$ cat src/rtl/if_fetch_stage_pkg.sv
// Shared definitions for the instruction-fetch stage: NOP encoding, fetch FSM
// state encoding, reset PC and the PC increment helper.
package if_fetch_stage_pkg;

  localparam logic [31:0] NOP              = 32'h0000_0000;
  localparam logic [31:0] RESET_PC_DEFAULT = 32'h0000_0000;

  typedef enum logic [1:0] {
    ST_FETCH = 2'd0,
    ST_HOLD  = 2'd1,
    ST_DRAIN = 2'd2
  } fetch_state_e;

  // Wraps modulo 2^32; the low two bits are carried through untouched.
  function automatic logic [31:0] pc_plus4(input logic [31:0] pc);
    return pc + 32'd4;
  endfunction

endpackage

$ cat src/rtl/if_fetch_stage_redirect_sel.sv
// Priority selection of the redirect target coming from the decode stage:
// JR wins over J, which wins over a taken branch.
module if_redirect_sel (
  input  logic        Z,
  input  logic        J,
  input  logic        JR,
  input  logic [31:0] BranchAddr,
  input  logic [31:0] JumpAddr,
  input  logic [31:0] JrAddr,
  output logic        redirect,
  output logic [31:0] target
);

  // Priority mux over the three redirect sources
  always_comb begin
    redirect = Z | J | JR;
    if (JR) begin
      target = JrAddr;
    end else if (J) begin
      target = JumpAddr;
    end else if (Z) begin
      target = BranchAddr;
    end else begin
      target = 32'h0000_0000;
    end
  end

endmodule

$ cat src/rtl/if_fetch_stage.sv
// Instruction-fetch stage: PC, fetch FSM over a req/ack instruction memory,
// one-word stall buffer, pending redirect target and the IF/ID register.
module if_fetch_stage
  import if_fetch_stage_pkg::*;
#(
  parameter logic [31:0] RESET_PC = RESET_PC_DEFAULT
) (
  input  logic        clk,
  input  logic        reset,
  input  logic        PC_IFWrite,
  input  logic        Z,
  input  logic        J,
  input  logic        JR,
  input  logic [31:0] BranchAddr,
  input  logic [31:0] JumpAddr,
  input  logic [31:0] JrAddr,
  output logic        imem_req,
  output logic [31:0] imem_addr,
  input  logic        imem_ack,
  input  logic [31:0] imem_rdata,
  output logic [31:0] Instruction_id,
  output logic [31:0] NextPC_id
);

  fetch_state_e state_r, state_nxt_s;
  logic [31:0]  pc_r, pc_nxt_s;
  logic [31:0]  buf_r, buf_nxt_s;
  logic [31:0]  tgt_r, tgt_nxt_s;
  logic [31:0]  instr_nxt_s, npc_nxt_s;
  logic         req_s;
  logic         redirect_s;
  logic [31:0]  target_s;

  if_redirect_sel u_redirect_sel (
    .Z          (Z),
    .J          (J),
    .JR         (JR),
    .BranchAddr (BranchAddr),
    .JumpAddr   (JumpAddr),
    .JrAddr     (JrAddr),
    .redirect   (redirect_s),
    .target     (target_s)
  );

  // Fetch FSM state register
  always_ff @(posedge clk or posedge reset) begin
    if (reset) begin
      state_r <= ST_FETCH;
    end else begin
      state_r <= state_nxt_s;
    end
  end

  // Next-state logic; a DRAIN ack under stall stays in DRAIN and re-requests
  always_comb begin
    state_nxt_s = state_r;
    case (state_r)
      ST_FETCH: begin
        if (!PC_IFWrite) begin
          state_nxt_s = imem_ack ? ST_HOLD : ST_FETCH;
        end else if (redirect_s && !imem_ack) begin
          state_nxt_s = ST_DRAIN;
        end else begin
          state_nxt_s = ST_FETCH;
        end
      end
      ST_HOLD:  state_nxt_s = PC_IFWrite ? ST_FETCH : ST_HOLD;
      ST_DRAIN: state_nxt_s = (PC_IFWrite && imem_ack) ? ST_FETCH : ST_DRAIN;
      default:  state_nxt_s = ST_FETCH;
    endcase
  end

  // Request and datapath next values; a stall holds pc and IF/ID everywhere
  always_comb begin
    req_s       = 1'b0;
    pc_nxt_s    = pc_r;
    buf_nxt_s   = buf_r;
    tgt_nxt_s   = tgt_r;
    instr_nxt_s = Instruction_id;
    npc_nxt_s   = NextPC_id;
    case (state_r)
      ST_FETCH: begin
        req_s = 1'b1;
        if (!PC_IFWrite) begin
          buf_nxt_s = imem_ack ? imem_rdata : buf_r;
        end else if (redirect_s) begin
          instr_nxt_s = NOP;
          if (imem_ack) begin
            pc_nxt_s = target_s;
          end else begin
            tgt_nxt_s = target_s;
          end
        end else if (imem_ack) begin
          instr_nxt_s = imem_rdata;
          npc_nxt_s   = pc_plus4(pc_r);
          pc_nxt_s    = pc_plus4(pc_r);
        end else begin
          instr_nxt_s = NOP;
        end
      end
      ST_HOLD: begin
        if (!PC_IFWrite) begin
          pc_nxt_s = pc_r;
        end else if (redirect_s) begin
          instr_nxt_s = NOP;
          pc_nxt_s    = target_s;
        end else begin
          instr_nxt_s = buf_r;
          npc_nxt_s   = pc_plus4(pc_r);
          pc_nxt_s    = pc_plus4(pc_r);
        end
      end
      ST_DRAIN: begin
        req_s = 1'b1;
        if (PC_IFWrite) begin
          instr_nxt_s = NOP;
          pc_nxt_s    = imem_ack ? tgt_r : pc_r;
        end else begin
          pc_nxt_s = pc_r;
        end
      end
      default: begin
        req_s = 1'b0;
      end
    endcase
  end

  assign imem_req  = req_s & ~reset;
  assign imem_addr = pc_r;

  // PC, stall buffer, redirect target and IF/ID registers
  always_ff @(posedge clk or posedge reset) begin
    if (reset) begin
      pc_r           <= RESET_PC;
      buf_r          <= 32'h0000_0000;
      tgt_r          <= 32'h0000_0000;
      Instruction_id <= NOP;
      NextPC_id      <= 32'h0000_0000;
    end else begin
      pc_r           <= pc_nxt_s;
      buf_r          <= buf_nxt_s;
      tgt_r          <= tgt_nxt_s;
      Instruction_id <= instr_nxt_s;
      NextPC_id      <= npc_nxt_s;
    end
  end

endmodule
$ cat config.mk
export PLATFORM = sky130hd
export DESIGN_NAME = if_fetch_stage
export DESIGN_NICKNAME = d
export VERILOG_FILES = /design/src/rtl/if_fetch_stage_pkg.sv /design/src/rtl/if_fetch_stage_redirect_sel.sv /design/src/rtl/if_fetch_stage.sv
export SDC_FILE = /design/constraint.sdc
export NUM_CORES = 1
export LEC_CHECK = 0
export ABC_AREA = 1
export ABC_CLOCK_PERIOD_IN_PS = 14700
export CORE_ASPECT_RATIO = 1.25
export CORE_UTILIZATION = 45
export DETAILED_ROUTE_END_ITERATION = 16
export GPL_ROUTABILITY_DRIVEN = 0
export GPL_TIMING_DRIVEN = 0
export PLACE_DENSITY = 0.82
export SYNTH_ARGS = -nofsm -noshare
export SYNTH_HDL_FRONTEND = slang
export SYNTH_HIERARCHICAL = 1
export SYNTH_SLANG_ARGS = --single-unit
$ cat constraint.sdc
create_clock -name clk -period 14.7 [get_ports clk]
set_clock_uncertainty 0.05 [all_clocks]
set_input_delay 2.94 -clock clk [delete_from_list [all_inputs] [get_ports clk]]
set_output_delay 2.94 -clock clk [all_outputs]
set_load 0.05 [all_outputs]
; ---- Yosys cells after proc, flatten, opt, wreduce, memory -nomap -nowiden
; Cells that the tools add are included.
[word_totals]
inputBits = 135
elab_cells = 65
regBits = 162
[classes]
bitwise = 6
addsub = 1
n_eq_ne = 9
reduce_logical = 12
n_mux = 31
[op_table]
columns = cell, count
row1 = 2-to-1 mux 32 bit, 21
row2 = case mux 32 bit (3 select lines), 2
row3 = case mux 32 bit (2 select lines), 1
row4 = "adder 32 x 3 -> 32 bit, second input constant", 1
row5 = "!= test 2 bit, second input constant", 7
row6 = AND reduction 6 bit, 2
row7 = AND reduction 4 bit, 2
row8 = 2-to-1 mux 2 bit, 3
row9 = case mux 2 bit (3 select lines), 1
row10 = 2-to-1 mux 1 bit, 3
row11 = NOT 1 bit, 3
row12 = AND reduction 3 bit, 1
row13 = nonzero test 3 bit, 1
row14 = "equality test 2 x 1 -> 1 bit, second input constant", 1
row15 = "equality test 2 bit, second input constant", 1
row16 = logical AND 1 bit, 2
row17 = zero test 2 bit, 1
row18 = bitwise OR 1 bit, 2
row19 = nonzero test 2 bit, 1
row20 = OR reduction 2 bit, 1
row21 = AND 1 bit, 1
row22 = zero test 1 bit, 1

; ---- Logic depth before layout (Yosys ltp)
[logic_depth]
ltp_word = 7
mapped_depth = 12
depth_no_buf = 10

; ---- By module
; The synthesis kept the hierarchy.
[modules_own_cells]
columns = module, instances, seq_area_each_um2, cells_per_inst, area_per_inst_um2
row1 = if_fetch_stage, 1, 4053.9, 1050, 8147.8
row2 = if_redirect_sel, 1, 0.0, 245, 979.7

; ---- Worst setup path before layout
; Ideal clock, no wire load.
[synth_timing]
kind = in2out
from = input reset
to = output imem_req
arrival_ns = 3.700
path_slack_ns = 8.010
stages = 1
cell_sequence = a21oi_1
[synth_between]
elab_chain_len = 2
[synth_rtl]
columns = element, line_no
row1 = from (decl), if_fetch_stage.sv:9  ; input logic reset,
row2 = NOT 1 bit, if_fetch_stage.sv:128  ; assign imem_req = req_s & ~reset;
row3 = AND 1 bit, if_fetch_stage.sv:128
row4 = to (decl), if_fetch_stage.sv:17  ; output logic imem_req,
; Every way passes these cells.

; ---- Worst setup path in the final report
; Ends and elaborated chain as after synthesis.

==> results.yml <==
timing:
  tightest_slew_ns: 0.788
  min_period_ns: 7.49
  setup_violations: 0
  relSlewSlack_pct: 47.4
  rsz0062_at_grt: "no"
  max_freq_mhz: 133
  post-route-period-util_pct: 51.0
  hold_violations: 0
  setup_tns_ns: 0
  slew_viol_final: 0
  hold_ws_ns: 0.427
setup_path:
  slowest_delay_ns: 0.87
  endpoint_kind: "output port"
  cp_top_family: "buffers and inverters"
  reg2reg_slack_ns: 12.28
  r2r-start: "state_r[1]"
  cp.arrival_ns: 4.50
  crit_buf_inv: 2
  cp_common_cell: "clkdlybuf4s50_1"
  start_kind: "input port"
  crit_slowest_cell: "clkdlybuf4s50_1"
  cp.required_ns: 11.71
  path_cells: "clkdlybuf4s50_1 > a21oi_1 > clkdlybuf4s50_1"
  rr_endpoint: "NextPC_id[28]"
  reg2regPathDepth: 8
  crit_type: "input port to output port"
  cp_max_fo: 2
synthesis:
  yosysWarningCount: 6
  yosysSeqAreaShare_pct: 44.4
  netlist_area_um2: 9130
  synth_cells: 1295
  syn-num-nets: 1435
  ys_seq_elements: 162
  syn_area_per_cell_um2: 7.05
  ys_types: 31
layout:
  drive_gt1_share_pct: 5.01
  fill_cells: 1737
  n_antenna_cell: 0
  nets: 1684
  synthToLayoutAreaGrowth_pct: 35.7
worst_hold_path:
  holdPathEnd: "NextPC_id[7]"
  min_from: "NextPC_id[7]"
  min_path_type: "flop to flop"
  min_path_cells: 2
floorplan:
  die_w_um: 129
  die_h_um: 161
  die-area_um2: 20900
  core_um2: 19700
  rows: 57
  initial_core_util_pct: 46.4
  io_pins: 232
clocking:
  cts_tree: "done"
  numClockSinks: 162
  post-cts-setup-buffers: 0
  cts_resized: 0
  root_buffer: "clkbuf_16"
  clk_latency_ns: 0.43
  cts_buffers: 17
  htreeDepth: 4
  worst_setup_hold_path_clk_slew_ns: 0.06
  postCtsHoldBufs: 0
  clockBufferDepth: 2
power:
  power_density_nw_per_um2: 194
  swShare_pct: 46.9
  leakagePower_uw: 0.00595
  p_int_uw: 1270
  seq_power_share_pct: 31.8
  power.switching_uw: 1120
  power_uw: 2400
  p_comb_share_pct: 49.4
  power_frac_clock_pct: 18.8
  ir_drop_mv: 0.107
routing:
  top_layer: "met4"
  routedWlPerCell_um: 16.5
  wl_um: 30000
  vias: 9749
  wl_met1_um: 11700
  vias_per_cell: 5.35
  ant_nets: 0
  dr.pass1.iters: 6
  drt-initial-drc-count: 1042
  wl_met3_um: 2570
  wl_met2_um: 14300
  drc: 0
global_route:
  grt-ovfl-total: 0
  grt_max_degree: 120
  grt_use_total_pct: 29.7
  antenna_found_initial: 0
  grt_pass1_wl_um: 47800
  grt_pass1_vias: 9495
place:
  io_buffers: 229
  dpl.hpwl_um: 22900
run_status:
  status: "completed"
run:
  drv_cap: 0
==> area by class of cell <==
cell class / count / area, µm² / share of cell area [%]
Sequential cell: 162 / 4050 / 32.7
Clock inverter: 15 / 170 / 1.37
Inverter: 142 / 541 / 4.37
Timing Repair Buffer: 230 / 2320 / 18.7
Clock buffer: 17 / 425 / 3.44
Buffer: 77 / 375 / 3.03
Multi-Input combinational cell: 914 / 4170 / 33.6
Tap cell: 265 / 332 / 2.68
==> per-stage QoR <==
stage | cells | worst slack (ns) | area (µm²) | utilization [%]
floorplan | 1295 | 7.33 | 9130 | -
global placement | 1789 | 5.23 | 11800 | 59.7
detailed placement | 1790 | 7.21 | 11800 | 59.9
CTS | 1822 | 7.21 | 12400 | 62.9
global route | 1822 | 7.19 | 12400 | 62.9
finish | 1822 | 7.21 | 12400 | 62.9
==> cell usage in the layout (no fill, tap or decap), types with 3 or more instances in the layout <==
| master | synthesis | final |
|---|---|---|
| o32ai_1 | 24 | 24 |
| inv_2 | 3 | 3 |
| o21ai_0 | 83 | 83 |
| o21a_1 | 18 | 18 |
| a21oi_1 | 69 | 69 |
| o31ai_1 | 7 | 7 |
| inv_8 | 0 | 3 |
| nand2_1 | 396 | 396 |
| xor2_1 | 4 | 4 |
| a22oi_1 | 5 | 5 |
| buf_2 | 18 | 18 |
| dfrtp_1 | 162 | 162 |
| nand3_1 | 87 | 87 |
| inv_1 | 139 | 138 |
| clkinv_4 | 0 | 3 |
| nor2_2 | 3 | 3 |
| a21boi_0 | 10 | 10 |
| clkbuf_1 | 40 | 40 |
| ha_1 | 5 | 5 |
| clkbuf_16 | 0 | 17 |
| nor2_1 | 181 | 181 |
| o211ai_1 | 6 | 6 |
| inv_6 | 0 | 5 |
| clkdlybuf4s50_1 | 0 | 229 |
| o21ai_1 | 5 | 5 |
| buf_4 | 13 | 13 |
| buf_1 | 4 | 4 |
==> per-layer routing <==
metal  global-route usage, %  vias to the layer above
met1                    37.3                     4444
met5                       0                        -
met3                    5.70                      106
met4                    16.0                        0
li1                        -                     4611
met2                    48.1                      588
==> flip-flops by register name, summed over array words and instances (netlist names) <==
| register | count |
|---|---|
| Instruction_id | 32 |
| NextPC_id | 32 |
| buf_r | 32 |
| imem_addr | 32 |
| state_r | 2 |
| tgt_r | 32 |
==> worst reg2reg max path: cells and delay by family (launching register included) <==
family | cells | cell delay (ns)
buf+inv | 3 | 0.69
simple gates | 3 | 0.90
flops | 1 | 0.41
fa+ha+maj | 1 | 0.13
compound gates | 1 | 0.13
==> worst max-delay path by stage <==
stage / cells after the start / slack [ns] / startpoint / end
floorplan: 1 / 7.33 / reset / Instruction_id[0]
global placement: 2 / 5.23 / reset / NextPC_id[25]
detailed placement: 3 / 7.21 / reset / imem_req
CTS: 3 / 7.21 / reset / imem_req
global route: 3 / 7.19 / reset / imem_req
finish: 3 / 7.21 / reset / imem_req
==> cell families (layout without fill, tap and decap cells) <==
logic type / count (synthesis) / in the layout / share of synthesized area, %
AND/OR/NAND/NOR: 672 / 672 / 29.3
AO/OA/AOI/OAI: 229 / 229 / 14.9
buffers and inverters: 219 / 481 / 9.95
flip-flops: 162 / 162 / 44.4
XOR/XNOR: 6 / 6 / 0.576
adder cells (fa/ha/maj): 5 / 5 / 0.685
multiplexers: 2 / 2 / 0.247
==> cell usage after synthesis <==
master	n	area share (%)
nor2_2	3	0.21
buf_6	2	0.25
xnor2_1	2	0.19
o21ai_1	5	0.27
a22oi_1	5	0.41
o21a_1	18	1.5
dfrtp_1	162	44
a21boi_0	10	0.82
or3_1	1	0.069
nand3_1	87	4.8
nand3b_1	1	0.082
buf_4	13	1.1
inv_1	139	5.7
clkbuf_1	40	1.6
nor3_2	1	0.11
nand2_2	1	0.069
mux2_2	2	0.25
o32ai_1	24	2.3
a21boi_1	2	0.16
inv_2	3	0.12
buf_2	18	0.99
o211ai_1	6	0.49
nor2_1	181	7.4
o21ai_0	83	4.6
nand2_1	396	16
a21oi_1	69	3.8
ha_1	5	0.69
o31ai_1	7	0.58
buf_1	4	0.16
xor2_1	4	0.38
nor4_4	1	0.23
==> power by group through the flow <==
stage	logic, µW	clock network (µW)	registers (µW)
floorplan	473	0	1040
global placement	1140	0	759
detailed placement	1170	0	764
CTS	1180	454	759
global route	1270	474	781
finish	1180	451	762
(Power assumes the default switching activity.)
